$ cat src/rtl/ej32_pkg.sv
// eJ32 shared definitions: console buffer layout and host I/O bridge state.
// Buffer bases are shared between the load/store unit and the I/O bridge.
package ej32_pkg;

    localparam int ASZ_DEF   = 17;
    localparam int TIB_BASE  = 'h1000;
    localparam int OBUF_BASE = 'h1400;
    localparam int TSZ_DEF   = 1024;
    localparam int OSZ_DEF   = 1024;

    typedef enum logic {
        IO_IDLE,
        IO_RD
    } io_state_t;

endpackage

$ cat src/rtl/ej32_io_bridge.sv
// Host-side console bridge: streams host bytes into TIB and drains OBUF to the host
// over a second byte-wide memory port with one cycle of read latency.
module ej32_io_bridge
    import ej32_pkg::*;
#(
    parameter int ASZ  = ASZ_DEF,
    parameter int TIB  = TIB_BASE,
    parameter int OBUF = OBUF_BASE,
    parameter int TSZ  = TSZ_DEF,
    parameter int OSZ  = OSZ_DEF
) (
    input  logic           clk,
    input  logic           rst,
    input  logic           flush,
    input  logic           rx_valid,
    input  logic [7:0]     rx_data,
    output logic           rx_ready,
    output logic           tx_valid,
    output logic [7:0]     tx_data,
    input  logic           tx_ready,
    input  logic [ASZ-1:0] core_obuf,
    output logic [ASZ-1:0] tib_wp,
    output logic [ASZ-1:0] mem_a,
    output logic           mem_we,
    output logic [7:0]     mem_vi,
    input  logic [7:0]     mem_vo
);

    localparam logic [ASZ-1:0] TIB_A    = ASZ'(TIB);
    localparam logic [ASZ-1:0] TIB_END  = ASZ'(TIB + TSZ);
    localparam logic [ASZ-1:0] OBUF_A   = ASZ'(OBUF);
    localparam logic [ASZ-1:0] OBUF_END = ASZ'(OBUF + OSZ);
    localparam logic [ASZ-1:0] ONE      = ASZ'(1);

    io_state_t      state;
    io_state_t      state_nx;
    logic [ASZ-1:0] ob_rp;
    logic           prio;
    logic           clr;
    logic           rx_req;
    logic           tx_req;
    logic           grant_rx;
    logic           grant_tx;
    logic           contested;

    assign clr = rst || flush;

    always_comb begin
        state_nx  = state;
        rx_req    = 1'b0;
        tx_req    = 1'b0;
        mem_a     = ob_rp;
        mem_we    = 1'b0;
        mem_vi    = rx_data;
        rx_ready  = 1'b0;

        if (state == IO_IDLE) begin
            rx_req = rx_valid && (tib_wp < TIB_END);
            // a pending output byte may only be replaced when the host takes it now
            tx_req = (ob_rp != core_obuf) && (ob_rp < OBUF_END)
                     && (!tx_valid || tx_ready);
        end

        grant_rx  = rx_req && (!tx_req || !prio);
        grant_tx  = tx_req && (!rx_req || prio);
        contested = rx_req && tx_req;

        unique case (state)
            IO_IDLE: begin
                if (grant_rx) begin
                    rx_ready = 1'b1;
                    mem_we   = 1'b1;
                    mem_a    = tib_wp;
                end else if (grant_tx) begin
                    state_nx = IO_RD;
                end
            end
            IO_RD: begin
                state_nx = IO_IDLE;
            end
        endcase

        if (clr) begin
            mem_we   = 1'b0;
            rx_ready = 1'b0;
        end
    end

    always_ff @(posedge clk) begin
        if (clr) begin
            state    <= IO_IDLE;
            tib_wp   <= TIB_A;
            ob_rp    <= OBUF_A;
            tx_valid <= 1'b0;
            tx_data  <= 8'h00;
            prio     <= 1'b0;
        end else begin
            state <= state_nx;
            if (grant_rx) begin
                tib_wp <= tib_wp + ONE;
            end
            if (contested) begin
                prio <= !prio;
            end
            if (state == IO_RD) begin
                tx_data  <= mem_vo;
                tx_valid <= 1'b1;
                ob_rp    <= ob_rp + ONE;
            end else if (tx_valid && tx_ready) begin
                tx_valid <= 1'b0;
            end
        end
    end

endmodule
$ cat config.mk
export PLATFORM = sky130hd
export DESIGN_NAME = ej32_io_bridge
export DESIGN_NICKNAME = d
export VERILOG_FILES = /design/src/rtl/ej32_pkg.sv /design/src/rtl/ej32_io_bridge.sv
export SDC_FILE = /design/constraint.sdc
export NUM_CORES = 1
export LEC_CHECK = 0
export CAP_MARGIN = 20
export CORE_MARGIN = 2
export CORE_UTILIZATION = 39
export CTS_CLUSTER_DIAMETER = 80
export CTS_CLUSTER_SIZE = 30
export DETAILED_ROUTE_END_ITERATION = 10
export PLACE_DENSITY = 0.81
export SLEW_MARGIN = 20
export SYNTH_ARGS = -nofsm -noshare
export SYNTH_HDL_FRONTEND = slang
export SYNTH_SLANG_ARGS = --single-unit
$ cat constraint.sdc
create_clock -name clk -period 2.45 [get_ports clk]
set_clock_uncertainty 0.15 [all_clocks]
set_input_delay 0.6125 -clock clk [delete_from_list [all_inputs] [get_ports clk]]
set_output_delay 0.6125 -clock clk [all_outputs]
set_load 0.03 [all_outputs]
==> results.txt <==
Setup violations remaining at the end of the flow were counted as 22. Power density over the cells: 408 nW/µm². Slack of the worst reg-to-reg path: -0.07 ns. The worst-path cell with the longest stage delay is or4_4. The run gives 1130 µW as the internal power.

Kind of capture point of the worst setup path: a primary output. The peak per-stage delay on the critical path is 0.54 ns. After synthesis, the netlist uses 33 different library cells. The tools report the final global-route overflow total as 0.

In the layout the commonest cells are dfxtp_1, clkdlybuf4s50_1, nor2_1. Counting every instance in the synthesized netlist gives 290. The number of max-capacitance violations reported was 0; the number of stages on the worst hold path was 1. The worst setup path is of the register to primary output kind.

The final route contains 2,369 vias. The number of pins exceeding their max-slew limit in the final report is 0. The leading cell type in the layout, fill and taps excluded was dfxtp_1. The iteration-0 DRC count of the detailed router is 141, and the sequential cell fraction of total power is 48.7%. During synthesis, Yosys emitted a total of 0 warnings. Routability-driven placement finished with a final weighted congestion of 0.812. The height of the chip came out at 81.3 µm.

The flow ran to the end, but the final reports show violations. The launching point of the worst reg2reg path was ob_rp[16]. The run gives -0.805 ns as the worst setup slack after placement. 0 antenna diodes ended up in the layout. The initial utilization of the core area, before any placement, comes to 39.8%. TritonCTS built the clock tree.

Entering global routing, the biggest net connects 39 pins. The proportion of layout cells with a drive suffix above 1 is 38.0%. After detailed routing, the total wire length is 6.83 mm.

Counting both buffers and inverters, the worst setup path holds a total of 2. The logs give 0 for the number of hold violations in the final report and 2330 µm² for the post-synthesis cell area. The tools report the kind of start point of the critical path as a register.

The area growth from synthesis to layout is 60.7%, and the I/O pin total is 91. The clock period minus final worst setup slack works out to 2.97 ns. The tools report the clock network latency to the later pin of the worst-skew pair as 0.30 ns. Setup repair after global routing could not meet its margin everywhere. STA puts the critical path data required time at 1.69 ns. The die is 81.3 µm wide. The minimum setup slack in the final design was -0.520 ns; the cell depth of the worst flop-to-flop path was 11.

The average instance in the mapped netlist occupies 8.03 µm². In this run the worst path has a maximum fanout of 5. The tools report the number of global-route vias before repair as 2,242.

CTS placed an instance of clkbuf_8 at the clock tree root. The number of nets in the synthesized netlist came out at 330. The worst hold path terminates at tib_wp[16].

After floorplanning, the core was divided into 28 placement rows. The run gives 10.4 mm as the wire length of the first global-routing pass. In the final timing run, aggregate negative setup slack is -9.50 ns. The clock input transition at the sequential cells of the worst setup and hold paths was 0.09 ns.

Data arrival time of the critical path: 2.21 ns. Synthesis inferred 45 register bits. Global-route usage over all layers: 20.4%.

The kind of path behind the tightest hold check was register to register. Traced cell by cell, the critical path runs through or4_4, a21oi_4, nand3_2, a21oi_2, or2_4, buf_12, nand2_4, o21ai_2, buf_6. The leakage power was 0.00153 µW. For the count of H-tree levels built during CTS, the log shows 2. At the pin with the least slew margin, the transition time is 0.410 ns. The cell count along the critical path was 9; the fmax was 337 MHz. The total area inside the core boundary comes to 5850 µm². The completed layout was analyzed and its total power is 1530 µW. In this run the remaining antenna-violating nets after routing total 0. The switching power total came out at 398 µW. The switching power share of the total works out to 26.0%. The run gives 17.7% as the part of the power in combinational logic.

The worst voltage drop across the vdd grid was 0.234 mV; the net total in the final layout was 431. The checks that failed: setup timing. The tools report the portion of the post-synthesis area used by sequential elements as 38.7%.

Input and output buffers added on the ports amount to 74. Dividing the detail-routed wire length by the instance count gives 14.6 µm. After legalization and detailed placement, the total HPWL measured 4.74 mm. After detailed routing, the number of remaining DRC violations is 0.

The mean number of vias per cell is 5.07. The worst register-to-register path ends at tib_wp[11]. The clock net in this run drives a total of 45 sinks. The tools report the buffer levels on the longest clock path as 2.

The run gives 0 as the number of antenna violations at the first check in global routing. In this run the most critical hold path is launched from tib_wp[16]. The family with the most delay on the worst path is simple AND/OR/NAND/NOR gates.

In this run the tightest slew margin relative to its limit is 72.7%. The final cycle utilization of the critical path came out at 121%. Counting the buffers created by CTS gives 5. The die covers 6610 µm². For this run, the detailed router's first-pass iteration total came to 4. The clock network burns 33.5% of the power.
synth_stat cells, drive strengths merged:
master	number	share of area [%]
and2	10	2.7
o21ai	11	2.4
nand2	55	8.9
mux2i	10	4.3
clkbuf	4	0.64
buf	17	5.9
inv	2	0.32
and3	5	1.3
nand4b	1	0.38
nor4	2	0.54
nand3	10	2.1
or2	2	0.54
a21oi	11	2.5
xnor2	23	8.6
ha	2	1.1
nor3	7	1.7
nand3b	1	0.32
dfxtp	45	39
xor2	13	4.9
nand4	10	2.7
nor3b	1	0.32
nor2	36	5.8
or3	9	2.4
or4	1	0.32
and4	1	0.38
nand2b	1	0.27
per-layer routing:
metal | share of wire (%) | global-route usage [%] | vias up
met1 | 41 | 25.8 | 1113
met4 | 2.4 | 8.31 | 0
met5 | 0 | 0 | -
met2 | 50 | 33.5 | 81
li1 | - | - | 1162
met3 | 6.3 | 4.33 | 13
sequential cells by signal (all words and copies together) (netlist names):
register	flops
tx_valid	1
ob_rp	17
state	1
tib_wp	17
prio	1
tx_data	8
worst max path at each step:
| stage | startpoint | slack [ns] | to |
|---|---|---|---|
| 5_1_grt | ob_rp[15] | -0.57 | mem_a[7] |
| 3_3_place_gp | core_obuf[10] | -0.78 | mem_a[6] |
| 2_1_floorplan | core_obuf[10] | -0.31 | rx_ready |
| 4_1_cts | ob_rp[15] | -0.48 | mem_a[9] |
| 6_report | ob_rp[15] | -0.52 | mem_a[4] |
| 3_5_place_dp | core_obuf[8] | -0.80 | mem_a[9] |
timing repair:
item,4_1_cts,5_1_grt
setup endpoints to repair,22,22
setup buffers,4,4
cloned,3,0
pin swaps,47,17
hold buffers,0,0
gates resized for setup,132,15
layout make-up:
| cell class | instances | area, µm² |
|---|---|---|
| Clock buffer | 7 | 96.3 |
| Clock inverter | 1 | 5.00 |
| Fill cell | 435 | 2110 |
| Inverter | 2 | 7.51 |
| Multi-Input combinational cell | 222 | 1560 |
| Sequential cell | 45 | 906 |
| Tap cell | 75 | 93.8 |
| Timing Repair Buffer | 115 | 1070 |
metrics by stage:
step                      cell area, µm²  instances  util [%]  hold WS (ns)
after global routing                3740        467      64.0         0.360
after detailed placement            3300        449      56.4         0.323
after global placement              3300        449      56.4         0.310
final                               3740        467      64.0         0.347
after floorplan                     2440        290         -         0.336
after CTS                           3660        463      62.6         0.342
power by group through the flow:
stage          Sequential [µW]  Combinational [µW]  Clock [µW]
6_report                   745                 271         512
5_1_grt                    745                 284         549
4_1_cts                    744                 260         512
3_5_place_dp               761                 209           0
3_3_place_gp               761                 205           0
2_1_floorplan              767                 134           0
cell families after synthesis:
kind of cell | count (synthesis) | synth area share [%]
AO/OA/AOI/OAI | 22 | 4.89
multiplexers | 10 | 4.30
AND/OR/NAND/NOR | 152 | 30.7
XOR/XNOR | 36 | 13.5
flip-flops | 45 | 38.7
buffers and inverters | 23 | 6.82
adder cells (fa/ha/maj) | 2 | 1.07
Note: power is estimated with default switching activity, not from simulation.
